===== config.mk =====
export PLATFORM = sky130hd
export DESIGN_NAME = weight_bit_serializer_flat
export DESIGN_NICKNAME = d
export VERILOG_FILES = /design/src/rtl/weight_bit_serializer_if.sv /design/src/rtl/weight_bit_serializer.sv /design/src/flat_wrapper.sv
export SDC_FILE = /design/constraint.sdc
export NUM_CORES = 1
export LEC_CHECK = 0
export BUFFER_PORTS_ARGS = -buffer_cell sky130_fd_sc_hd__buf_2
export CORE_UTILIZATION = 42
export DETAILED_ROUTE_END_ITERATION = 8
export HOLD_SLACK_MARGIN = 0.1
export PLACE_DENSITY = 0.81
export SLEW_MARGIN = 20
export SYNTH_ARGS = -nofsm -noshare
export SYNTH_HDL_FRONTEND = slang
export SYNTH_SLANG_ARGS = --single-unit

===== constraint.sdc =====
create_clock -name clk -period 1.3 [get_ports clk]
set_input_delay 0.26 -clock clk [delete_from_list [all_inputs] [get_ports clk]]
set_output_delay 0.26 -clock clk [all_outputs]
set_load 0.03 [all_outputs]

===== src/rtl/weight_bit_serializer_if.sv =====
// Parallel weight-word handshake into the bit serializer.
interface weight_bit_serializer_if #(
  parameter int Pw = 8
);
  logic          w_valid;
  logic [Pw-1:0] w_data;
  logic          w_ready;

  modport master (output w_valid, output w_data, input w_ready);
  modport slave  (input w_valid, input w_data, output w_ready);
endinterface


===== src/rtl/weight_bit_serializer.sv =====
// LSB-first weight bit serializer for the serial MAC; flags the sign bit on the final bit.
// Optional WSER_PRELOAD_EN: accept the next word during the final bit for gapless streaming.
module weight_bit_serializer #(
  parameter  int Pw = 8,
  localparam int IW = (Pw > 1) ? $clog2(Pw) : 1
) (
  input  logic                    clk,
  input  logic                    rst_n,
  input  logic                    flush,
  weight_bit_serializer_if.slave  w_if,
  output logic                    w_bit,
  output logic                    bit_en,
  output logic [IW-1:0]           bit_idx,
  output logic                    w_en,
  output logic                    MSB_w,
  output logic                    busy
);
  typedef enum logic {IDLE, SHIFT} state_t;

  localparam logic [IW-1:0] LAST = IW'(Pw - 1);

  state_t        state, nstate;
  logic [Pw-1:0] shreg, nshreg;
  logic [IW-1:0] nidx;
  logic          sign, nsign;
  logic          rdy_q, nrdy;
  logic          accept, last;

  // flush overrides an offered word in the same cycle
  assign w_if.w_ready = rdy_q & ~flush;
  assign accept       = w_if.w_valid & w_if.w_ready;
  assign last         = (state == SHIFT) && (bit_idx == LAST);
  assign w_bit        = shreg[0];

  always_comb begin
    nstate = state;
    nshreg = shreg;
    nidx   = bit_idx;
    nsign  = sign;
    case (state)
      IDLE: begin
        nshreg = '0;
        nidx   = '0;
        if (accept) begin
          nstate = SHIFT;
          nshreg = w_if.w_data;
          nsign  = w_if.w_data[Pw-1];
        end
      end
      SHIFT: begin
        nshreg = shreg >> 1;
        nidx   = bit_idx + IW'(1);
        if (last) begin
`ifdef WSER_PRELOAD_EN
          if (accept) begin
            nshreg = w_if.w_data;
            nsign  = w_if.w_data[Pw-1];
            nidx   = '0;
          end else begin
            nstate = IDLE;
            nidx   = '0;
          end
`else
          nstate = IDLE;
          nidx   = '0;
`endif
        end
      end
      default: nstate = IDLE;
    endcase
    if (flush) begin
      nstate = IDLE;
      nidx   = '0;
      nshreg = '0;
    end
  end

  // ready for the next cycle: idle, or (preload) about to present the final bit
  always_comb begin
    nrdy = (nstate == IDLE);
`ifdef WSER_PRELOAD_EN
    if (nstate == SHIFT && nidx == LAST) nrdy = 1'b1;
`endif
  end

  always_ff @(posedge clk or negedge rst_n) begin
    if (!rst_n) begin
      state   <= IDLE;
      shreg   <= '0;
      bit_idx <= '0;
      sign    <= 1'b0;
      rdy_q   <= 1'b0;
      bit_en  <= 1'b0;
      busy    <= 1'b0;
      w_en    <= 1'b0;
      MSB_w   <= 1'b0;
    end else begin
      state   <= nstate;
      shreg   <= nshreg;
      bit_idx <= nidx;
      sign    <= nsign;
      rdy_q   <= nrdy;
      bit_en  <= (nstate == SHIFT);
      busy    <= (nstate == SHIFT);
      w_en    <= (nstate == SHIFT) && (nidx == LAST);
      MSB_w   <= (nstate == SHIFT) && (nidx == LAST) && nsign;
    end
  end
endmodule


===== src/flat_wrapper.sv =====
// flat-port wrapper written by rule: the top's interface ports become plain ports
module weight_bit_serializer_flat 
#(
  parameter  int Pw = 8,
  localparam int IW = (Pw > 1) ? $clog2(Pw) : 1
)
  (clk, rst_n, flush, w_bit, bit_en, bit_idx, w_en, MSB_w, busy, w_if_w_valid, w_if_w_data, w_if_w_ready);
  weight_bit_serializer_if #(.Pw(Pw)) w_if_i ();
  input  logic clk;
  input  logic rst_n;
  input  logic flush;
  output logic w_bit;
  output logic bit_en;
  output logic [IW-1:0] bit_idx;
  output logic w_en;
  output logic MSB_w;
  output logic busy;
  input wire logic [$bits(w_if_i.w_valid)-1:0] w_if_w_valid;
  input wire logic [$bits(w_if_i.w_data)-1:0] w_if_w_data;
  output wire logic [$bits(w_if_i.w_ready)-1:0] w_if_w_ready;
  assign w_if_i.w_valid = w_if_w_valid;
  assign w_if_i.w_data = w_if_w_data;
  assign w_if_w_ready = w_if_i.w_ready;
  weight_bit_serializer #(.Pw(Pw)) u_core (.clk(clk), .rst_n(rst_n), .flush(flush), .w_if(w_if_i), .w_bit(w_bit), .bit_en(bit_en), .bit_idx(bit_idx), .w_en(w_en), .MSB_w(MSB_w), .busy(busy));
endmodule

==> Yosys cells after proc, flatten, opt, wreduce, memory -nomap -nowiden <==
Cells that the tools add are included.
{ "totals": {"out_inout_bits": 9, "elab_cells": 30, "reg_bits": 16, "inputBits": 12} }
{ "op_classes": {"reduce_logical": 3, "n_mux": 12, "n_eq_ne": 2, "bitwise_logic": 5, "addsub": 1} }
{ "ops": {"columns": ["operator", "count"], "rows": [
  ["$mux W8", 2],
  ["$pmux W8 S2", 1],
  ["$eq A3 B3 Y1 const B", 2],
  ["$mux W3", 2],
  ["$pmux W3 S2", 1],
  ["$mux W1", 5],
  ["$add A3 B1 Y3 const B", 1],
  ["$logic_and A1 B1 Y1", 3],
  ["$not A1 Y1", 3],
  ["$and A1 B1 Y1", 2],
  ["$pmux W1 S2", 1]
]} }

==> Longest topological paths before layout <==
Gate-level depths: netlist of the first run.
{ "depth": {"word_depth": 8, "mapped_depth": 5, "ltp_nobuf": 5} }

==> Worst setup path before layout of the first run <==
Ideal clock, no wire load.
{ "synth_path": {"path_type": "reg-to-reg", "startpoint": "reg, netlist name u_core.bit_en", "endpoint": "reg u_core.MSB_w", "synth_period_minus_slack_ps": 1526, "path_slack_ps": -226, "stages_incl_launch_ff": 5, "n_path_buf": 1, "arrival_ps": 1407, "t_required_ps": 1181, "setup_ps": 119, "cell_sequence": "dfrtp_1 > nor4bb_1 > buf_4 > mux2_4 > and2_1"} }
{ "synth_lines": {"columns": ["element", "line_no", "source"], "rows": [
  ["end signal: assignment", "weight_bit_serializer.sv:106", "MSB_w <= (nstate == SHIFT) && (nidx == LAST) && nsign;"],
  ["end: declaration", "weight_bit_serializer.sv:15", "output logic MSB_w,"]
]} }

==> flow_summary_export.csv, run 1 <==
group,metric,value,unit
outcome,status,"finished, violations left",
outcome,violations,"negative setup slack",
grt,grt_usage,16.9,%
layout,fillCellCount,116,
layout,seqCellArea,402,um2
worst_hold_path,min_path_cells,3,
power,internal_power,785,uW
worst_setup_path,worst_setup_path_end_kind,"flip-flop",
die,pin_count,21,
worst_setup_path,worstSetupStartpointType,"flip-flop",
clocking,max-clock-path-buffers,2,
clocking,path_clk_slew,0.09,ns
worst_setup_path,worstPathArrival,1.58,ns
grt,antenna_found_initial,0,
power,cellLeakagePower,0.000475,uW
power,peakVddDrop,0.625,mV
power,seq_power_share,51.0,%
logic_synthesis,synth_area,628,um2
layout,instances_no_fill,96,
timing,setup_violations,3,
placed_design,dp_slack,-0.0922,ns
detailed_routing,wl_per_cell,13.8,um
detailed_routing,drtAntennaViolNets,0,
placed_design,dp_cells,88,
worst_setup_path,worstPathRequired,1.48,ns
grt,grt_start_max_net_pins,17,
timing,worst_slack,-0.0941,ns
logic_synthesis,synthTopCellsByArea,"dfrtp_1 (64%), a22oi_1 (8.4%), nor2_1 (5.4%)",
logic_synthesis,ys_warn_count,0,
power,p_clk_share,30.9,%
placed_design,portBuffers,20,
layout,final_common_cell,"buf_2",
worst_setup_path,r2r-start,"u_core.bit_en",
layout,diodes,0,
timing,worstMarginPinSlew,0.356,ns
clocking,clk-insertion-delay-late,0.28,ns
die,die_area,1650,um2
worst_setup_path,crit_family,"flip-flops",
grt,overflow,0,
layout,multi_input_area,230,um2
die,core,1350,um2
grt,grt_pass1_vias,402,
detailed_routing,dr.pass1.iters,4,
timing,maxSlewViolCount,0,
worst_hold_path,hold_path.class,"in -> reg",
detailed_routing,first_iter_violations,15,
timing,skew,0.000452,ns
layout,layout_common_cells,"buf_2 (17), dfrtp_1 (15), nor2_1 (9), buf_4 (9), a22oi_1 (7)",
clocking,cts-root-buf,"clkbuf_4",
power,combPwrFrac,18.1,%
die,initial_utilization,46.5,%
logic_synthesis,synth_top_area_cell,"dfrtp_1",
worst_setup_path,crit_chain,"nor4bb_4 -> buf_4 -> mux2_4 -> and2_4",
worst_setup_path,r2r_end,"u_core.MSB_w",
layout,drive_gt1_share,48.1,%
layout,syn2layout_area_growth,41.2,%
die,die_h,40.7,um
placed_design,dp_hpwl,839,um
timing,fmax,717,MHz
detailed_routing,num_vias,482,
die,num_rows,13,
worst_hold_path,hold_path.startpoint,"w_if_w_data[3]",
placed_design,routabilityCongestion,0.646,
worst_setup_path,critPathBufInv,1,
detailed_routing,viasPerCell,5.02,
clocking,htreeDepth,1,
detailed_routing,wl,1330,um
die,die_x,40.7,um
worst_setup_path,max_stage_delay,0.43,ns
clocking,numCtsBuffers,3,
power,switching_share,25.0,%
timing,rsz0062_at_grt,"yes",
detailed_routing,drc,0,
worst_hold_path,hold_path_end,"u_core.shreg[3]",
clocking,cts.sinks,16,
worst_setup_path,ff2ff_path_depth,4,
logic_synthesis,synth_seq_cells,16,
grt,grt_pass1_wl,1790,um
worst_setup_path,r2r_setup_slack,-0.09,ns
flow_run,drv_cap,0,
logic_synthesis,syn-num-nets,65,
timing,final-hold-violation-count,0,
worst_setup_path,worst-path-max-fanout,2,
layout,nNetsFinal,96,
logic_synthesis,syn-instance-count,51,
worst_setup_path,critPathKind,"reg -> reg",
worst_setup_path,cp_slowest_cell,"dfrtp_2",
logic_synthesis,yosysTopAreaCellShare,63.7,%
clocking,cts_tree,"done",
timing,period_needed,1.39,ns
timing,slew_headroom,76.3,%
logic_synthesis,syn_area_per_cell,12.3,um2
power,switchingPower,261,uW
logic_synthesis,synth_cell_type_count,16,
power,p_per_area,1180,nW/um2
logic_synthesis,ys_seq_area_share,63.7,%
timing,finalCritPeriodShare,107,%
worst max path at each step:
stage             startpoint      endpoint  cells past startpoint
2_1_floorplan  u_core.bit_en  u_core.MSB_w                      4
3_3_place_gp   u_core.bit_en  u_core.MSB_w                      4
3_5_place_dp   u_core.bit_en  u_core.MSB_w                      4
4_1_cts        u_core.bit_en  u_core.MSB_w                      4
5_1_grt        u_core.bit_en  u_core.MSB_w                      4
6_report       u_core.bit_en  u_core.MSB_w                      4
flip-flops by register name (all words and copies together) (netlist names):
signal,flops
u_core.shreg,8
u_core.sign,1
u_core.rdy_q,1
u_core.w_en,1
u_core.MSB_w,1
u_core.bit_en,1
u_core.bit_idx,3
kinds of logic (layout without fill, tap and decap cells):
logic type | Yosys count | in the layout | synth area share [%]
AO/OA/AOI/OAI | 8 | 8 | 9.56
buffers and inverters | 5 | 35 | 4.38
AND/OR/NAND/NOR | 19 | 19 | 15.9
adder cells (fa/ha/maj) | 2 | 2 | 3.98
flip-flops | 16 | 16 | 63.7
multiplexers | 1 | 1 | 2.39
power by group through the flow:
stage | sequential (uW) | combinational [uW] | clock [uW]
after global routing | 537 | 205 | 348
final | 534 | 189 | 324
after global placement | 540 | 145 | 0
after CTS | 532 | 157 | 332
after floorplan | 554 | 75.3 | 0
after detailed placement | 541 | 148 | 0
Yosys cell counts:
library cell  count
dfrtp_1          16
nor2_1            9
a22oi_1           7
and2_1            2
buf_4             2
ha_1              2
nand2b_1          2
nand3b_1          2
nor3_1            2
a21o_1            1
buf_1             1
buf_2             1
inv_1             1
mux2_4            1
nor2b_1           1
nor4bb_1          1
through the flow:
stage | setup TNS (ns) | hold slack, ns | instance area, um2 | utilization, % | total power [uW]
floorplan | -0.304 | -0.0356 | 629 | - | 629
global placement | -0.0675 | 0.183 | 769 | 57.0 | 685
detailed placement | -0.0922 | 0.189 | 769 | 57.0 | 689
CTS | -0.146 | 0.204 | 827 | 61.3 | 1020
global route | -0.433 | 0.213 | 887 | 65.7 | 1090
finish | -0.226 | 0.218 | 887 | 65.7 | 1050
cell type report:
class / count / share of cell area (%)
multi-input cells: 30 / 26.0
clock buffers: 4 / 4.09
inverters: 1 / 0.423
flip-flops and latches: 16 / 45.3
well taps: 15 / 2.12
repair buffers: 30 / 22.1
worst reg2reg max path: stages (launching register included):
cell	delay [ns]
dfrtp_2	0.43
nor4bb_4	0.27
buf_4	0.16
mux2_4	0.30
and2_4	0.13
repair_timing:
item                                    CTS  global route
buffers inserted                          0             3
hold buffers                              1             0
endpoints found under the hold margin    16             0
endpoints found under the setup margin    3            15
gates resized for setup                   3             9
routing by layer:
| layer | global-route usage, % | share of wire, % | wire length (um) | vias to the layer above |
|---|---|---|---|---|
| met2 | 24.6 | 51 | 672 | 14 |
| met3 | 3.26 | 4.4 | 59 | 2 |
| li1 | - | - | - | 234 |
| met1 | 24.1 | 44 | 590 | 232 |
| met5 | 0 | 0 | 0 | - |
| met4 | 7.50 | 0.38 | 5 | 0 |
(Power assumes the default switching activity.)
==> run 2: changes to the inputs <==
- BUFFER_PORTS_ARGS: -buffer_cell sky130_fd_sc_hd__buf_2 -> -buffer_cell sky130_fd_sc_hd__buf_4
- CTS_CLUSTER_SIZE: not set -> 8
==> run 2 against run 1 <==
The flow still finishes with violations (negative setup slack). Worst setup slack got worse by 0.026 ns. Non-clock buffer count is 2 lower. Combinational power fell by 11%. Utilization up 0.93 points. Largest power group unchanged. Highest routed layer unchanged.
==> flow_summary_export.csv, run 2 (same netlist as run 1, synthesis figures left out) <==
group,metric,value,unit
worst_setup_path,crit_chain,"nor4bb_2 -> buf_4 -> mux2_4 -> and2_1",
layout,nNetsFinal,94,
timing,slew_headroom,83.8,%
worst_setup_path,worst_setup_path_end_kind,"flip-flop",
detailed_routing,drtAntennaViolNets,0,
clocking,cts.sinks,16,
timing,rsz0062_at_grt,"yes",
power,internal_power,774,uW
worst_hold_path,hold_path.startpoint,"w_if_w_data[7]",
worst_setup_path,cp_slowest_cell,"dfrtp_2",
timing,worst_slack,-0.120,ns
layout,regMostFlops,"u_core.shreg",
worst_setup_path,worst-path-max-fanout,2,
worst_setup_path,max_stage_delay,0.42,ns
power,seq_power_share,52.4,%
timing,finalCritPeriodShare,109,%
power,peakVddDrop,0.668,mV
power,switchingPower,243,uW
timing,setup_violations,3,
worst_setup_path,worstSetupStartpointType,"flip-flop",
worst_setup_path,critPathBufInv,1,
layout,drive_gt1_share,46.8,%
worst_hold_path,min_path_cells,2,
die,core,1350,um2
worst_setup_path,critPathKind,"reg -> reg",
placed_design,dp_cells,88,
clocking,max-clock-path-buffers,2,
outcome,status,"finished, violations left",
clocking,path_clk_slew,0.09,ns
layout,diodes,0,
worst_setup_path,worstPathArrival,1.59,ns
worst_setup_path,r2r_end,"u_core.MSB_w",
timing,fmax,704,MHz
timing,final-hold-violation-count,0,
grt,overflow,0,
die,num_rows,13,
grt,grt_usage,16.6,%
layout,seqCellArea,402,um2
detailed_routing,wl,1200,um
worst_setup_path,r2r_setup_slack,-0.12,ns
detailed_routing,first_iter_violations,2,
layout,multi_input_area,226,um2
placed_design,portBuffers,20,
timing,whs,0.212,ns
worst_hold_path,hold_path.class,"in -> reg",
power,cellLeakagePower,0.000455,uW
placed_design,routabilityCongestion,0.697,
layout,layout_common_cells,"buf_4 (27), dfrtp_1 (15), nor2_1 (9)",
placed_design,dp_hpwl,836,um
worst_setup_path,crit_family,"simple AND/OR/NAND/NOR gates",
power,p_per_area,1130,nW/um2
clocking,numCtsBuffers,3,
layout,reg_top3,"u_core.shreg x8, u_core.bit_idx x3",
clocking,clk-insertion-delay-late,0.28,ns
grt,grt_start_max_net_pins,17,
die,die_area,1650,um2
detailed_routing,wl_per_cell,12.8,um
die,pin_count,21,
clocking,htreeDepth,1,
placed_design,dp_slack,-0.126,ns
grt,antenna_found_initial,0,
layout,final_common_cell,"buf_4",
die,die_x,40.7,um
clocking,cts-root-buf,"clkbuf_4",
timing,period_needed,1.42,ns
worst_hold_path,hold_path_end,"u_core.shreg[7]",
layout,instances_no_fill,94,
detailed_routing,drc,0,
die,initial_utilization,46.5,%
clocking,cts_tree,"done",
grt,grt_pass1_vias,420,
worst_setup_path,ff2ff_path_depth,4,
detailed_routing,viasPerCell,4.89,
layout,syn2layout_area_growth,43.2,%
worst_setup_path,r2r-start,"u_core.bit_en",
grt,grt_pass1_wl,1770,um
timing,maxSlewViolCount,0,
power,p_clk_share,31.1,%
timing,skew,0.00545,ns
power,total_power,1020,uW
power,switching_share,23.9,%
layout,fillCellCount,107,
layout,largest_reg_flops,8,
outcome,violations,"negative setup slack",
timing,worstMarginPinSlew,0.239,ns
detailed_routing,num_vias,460,
flow_run,drv_cap,0,
detailed_routing,dr.pass1.iters,4,
worst_setup_path,worstPathRequired,1.47,ns
die,die_h,40.7,um
power,combPwrFrac,16.5,%
[run 2: what timing repair did]
item | in CTS | in global routing
hold buffers | 1 | 0
endpoints found under the hold margin | 16 | 0
setup buffers | 3 | 0
pin swaps | 4 | 3
endpoints found under the setup margin | 3 | 14
resized for setup | 4 | 1
[run 2: through the flow]
| stage | TNS, ns | utilization, % | instance area (um2) |
|---|---|---|---|
| after CTS | -0.170 | 67.3 | 908 |
| after floorplan | -0.304 | - | 629 |
| after global placement | -0.0434 | 60.7 | 820 |
| after detailed placement | -0.136 | 60.7 | 820 |
| final | -0.123 | 66.6 | 900 |
| after global routing | -0.620 | 66.6 | 900 |
[run 2: worst max path at each step]
stage / start / end / slack, ns / depth (start not counted)
5_1_grt: u_core.bit_en / u_core.MSB_w / -0.20 / 4
2_1_floorplan: u_core.bit_en / u_core.MSB_w / -0.16 / 4
4_1_cts: u_core.bit_idx[0] / u_core.MSB_w / -0.07 / 5
3_3_place_gp: u_core.bit_idx[0] / u_core.MSB_w / -0.04 / 5
6_report: u_core.bit_en / u_core.MSB_w / -0.12 / 4
3_5_place_dp: u_core.bit_idx[0] / u_core.MSB_w / -0.13 / 5
[run 2: layout make-up]
type / count / share of cell area, %
Sequential cell: 16 / 44.6
Inverter: 1 / 0.417
Tap cell: 15 / 2.09
Clock buffer: 4 / 4.03
Multi-Input combinational cell: 30 / 25.2
Timing Repair Buffer: 28 / 23.6
[run 2: layer usage]
layer	global-route usage (%)	part of all wire [%]	up-vias
li1	-	-	229
met1	20.6	45	218
met2	26.6	50	11
met3	3.26	3.6	2
met4	10.0	1.0	0
met5	0	0	-
[run 2: power by group through the flow]
stage	combinational [uW]	sequential [uW]	clock, uW
after floorplan	75.3	554	0
after global placement	160	541	0
after detailed placement	162	541	0
after CTS	169	531	325
after global routing	181	535	351
final	168	532	317
==> run 3: changes to the inputs <==
- ABC_AREA: not set -> 1
- BUFFER_PORTS_ARGS: -buffer_cell sky130_fd_sc_hd__buf_4 -> -buffer_cell sky130_fd_sc_hd__buf_2
- CORE_UTILIZATION: 42 -> 43
- PLACE_DENSITY: 0.81 -> 0.71
==> run 3 against run 2 <==
The flow now finishes without violations. Cell area increased by 2.2%. Final cell count increased by 17%. Non-clock buffer count decreased by 2. Wire length increased by 17%. Synthesized cell count increased by 31%. Largest power group unchanged.
==> flow_summary_export.csv, run 3 <==
group,metric,value,unit
outcome,status,"complete, no violations",
timing,maxSlewViolCount,0,
layout,layout_common_cells,"buf_2 (19), nand2_1 (17), dfrtp_1 (13)",
timing,period_needed,1.30,ns
worst_setup_path,worstPathRequired,1.04,ns
placed_design,portBuffers,20,
logic_synthesis,syn-instance-count,67,
worst_setup_path,worstPathArrival,1.04,ns
timing,skew,0.00245,ns
logic_synthesis,synth_area,686,um2
logic_synthesis,synth_mux_area_share,0,%
clocking,cts_tree,"done",
flow_run,drv_cap,0,
timing,final.setup.tns,0,ns
clocking,numCtsBuffers,3,
detailed_routing,wl,1410,um
layout,regMostFlops,"u_core.shreg",
worst_setup_path,critPathKind,"reg -> out",
grt,grt_pass1_vias,511,
die,die_area,1760,um2
layout,final_common_cell,"buf_2",
layout,reg_top3,"u_core.shreg x8, u_core.bit_idx x3",
clocking,clk-insertion-delay-late,0.29,ns
logic_synthesis,synth-edff-count,0,
timing,whs,0.200,ns
placed_design,dp_hpwl,879,um
timing,worstMarginPinSlew,0.358,ns
clocking,path_clk_slew,0.09,ns
logic_synthesis,yosysTopAreaCellShare,58.4,%
logic_synthesis,ys_warn_count,0,
grt,antenna_found_initial,0,
logic_synthesis,synthTopCellsByCount,"nand2_1 (17), dfrtp_1 (16), a21oi_1 (8)",
logic_synthesis,synth_top_family_by_area,"simple AND/OR/NAND/NOR gates",
detailed_routing,viasPerCell,4.83,
worst_setup_path,worst-path-max-fanout,4,
die,num_rows,14,
logic_synthesis,synthAdderAreaFrac,3.65,%
layout,syn2layout_area_growth,34.1,%
logic_synthesis,yosysMostFrequentCell,"nand2_1",
logic_synthesis,ys_seq_area_share,58.4,%
detailed_routing,first_iter_violations,5,
worst_setup_path,worst_setup_path_end_kind,"output port",
clocking,htreeDepth,1,
layout,final_core_util,61.8,%
detailed_routing,wl_per_cell,12.8,um
power,peakVddDrop,0.754,mV
layout,largest_reg_flops,8,
worst_setup_path,worstSetupStartpointType,"flip-flop",
power,cellLeakagePower,0.000468,uW
timing,slew_headroom,76.2,%
timing,setup_violations,0,
timing,final-hold-violation-count,0,
logic_synthesis,synth-simple-area-share,22.8,%
logic_synthesis,syn_area_per_cell,10.2,um2
detailed_routing,num_vias,531,
clocking,cts.sinks,16,
detailed_routing,drtAntennaViolNets,0,
logic_synthesis,synthXorXnorAreaFrac,0,%
grt,grt_usage,15.7,%
timing,rsz0062_at_grt,"yes",
placed_design,routabilityCongestion,0.742,
logic_synthesis,synth_cell_type_count,15,
detailed_routing,dr.pass1.iters,4,
logic_synthesis,synth_top_area_cell,"dfrtp_1",
power,p_per_area,1150,nW/um2
logic_synthesis,synthTopCellsByArea,"dfrtp_1 (58%), nand2_1 (9.3%), a21oi_1 (5.8%)",
die,pin_count,21,
logic_synthesis,synth-compound-area-share,6.75,%
worst_hold_path,hold_path.class,"in -> reg",
clocking,max-clock-path-buffers,2,
logic_synthesis,ys.flop_type,"dfrtp_1",
die,initial_utilization,46.1,%
timing,finalCritPeriodShare,99.6,%
layout,diodes,0,
layout,nNetsFinal,109,
grt,grt_pass1_wl,1990,um
die,core,1490,um2
logic_synthesis,syn-num-nets,81,
grt,grt_start_max_net_pins,17,
die,die_h,41.9,um
timing,fmax,772,MHz
die,die_x,41.9,um
grt,overflow,0,
detailed_routing,drc,0,
worst_setup_path,r2r_setup_slack,0.02,ns
logic_synthesis,synthArstFlopShare,100,%
layout,drive_gt1_share,45.7,%
logic_synthesis,synth_seq_cells,16,
clocking,cts-root-buf,"clkbuf_4",
-- run 3: changes by cell type in the layout (fill, tap and decap cells not counted), sizes merged, moves of 2 or more --
| cell | delta |
|---|---|
| a22oi | -7 |
| nor2 | -3 |
| buf | -2 |
| nand3 | +4 |
| and2 | -2 |
| inv | +6 |
| nand2 | +17 |
| a21oi | +8 |
| nand2b | -2 |
| nand3b | -2 |
-- run 3: report_power, final --
part / internal [uW] / switching [uW]
registers: 524 / 14.6
logic: 72.1 / 119
clock network: 171 / 161
total: 766 / 295
-- run 3: critical path: stages, from the launching register on --
cell	delay [ns]
dfrtp_1	0.36
inv_1	0.07
nor2_4	0.16
buf_6	0.16
-- run 3: routing by layer --
metal / global-route usage, % / vias to the layer above / wire length, um
li1: - / 263 / -
met1: 17.3 / 247 / 577
met2: 26.9 / 17 / 720
met3: 3.91 / 4 / 90
met4: 9.68 / 0 / 22
met5: 0 / - / 0
-- run 3: stage by stage --
stage / std cells / power (uW) / area (um2) / setup WS [ns]
floorplan: 67 / 653 / 701 / 0.00472
global placement: 101 / 699 / 802 / 0.0745
detailed placement: 101 / 704 / 802 / 0.00376
CTS: 106 / 1040 / 856 / -0.0362
global route: 110 / 1110 / 920 / -0.0376
finish: 110 / 1060 / 920 / 0.00492
-- run 3: layout make-up --
cell class | count | area (um2)
multi-input cells | 40 | 274
fillers | 133 | 569
well taps | 16 | 20.0
flip-flops and latches | 16 | 404
clock buffers | 4 | 36.3
repair buffers | 26 | 154
inverters | 8 | 31.3
-- run 3: worst paths after layout --
kind	endpoint	cells past startpoint	startpoint
max in group asynchronous	u_core.bit_idx[0]	2	rst_n
min in group asynchronous	u_core.w_en	2	rst_n
min	u_core.shreg[6]	3	w_if_w_data[6]
max	w_if_w_ready	3	u_core.rdy_q
max reg2reg	u_core.bit_en	6	u_core.bit_idx[0]
min reg2reg	u_core.bit_idx[0]	1	u_core.bit_idx[0]
-- run 3: kinds of logic after synthesis --
family,Yosys count
AO/OA/AOI/OAI,9
flip-flops,16
AND/OR/NAND/NOR,29
adder cells (fa/ha/maj),2
buffers and inverters,11
-- run 3: repair_timing --
item,CTS,global route
pin swaps,1,2
setup endpoints to repair,4,4
hold endpoints to repair,16,0
hold buffers,1,0
buffers inserted,0,4
gates resized for setup,3,6
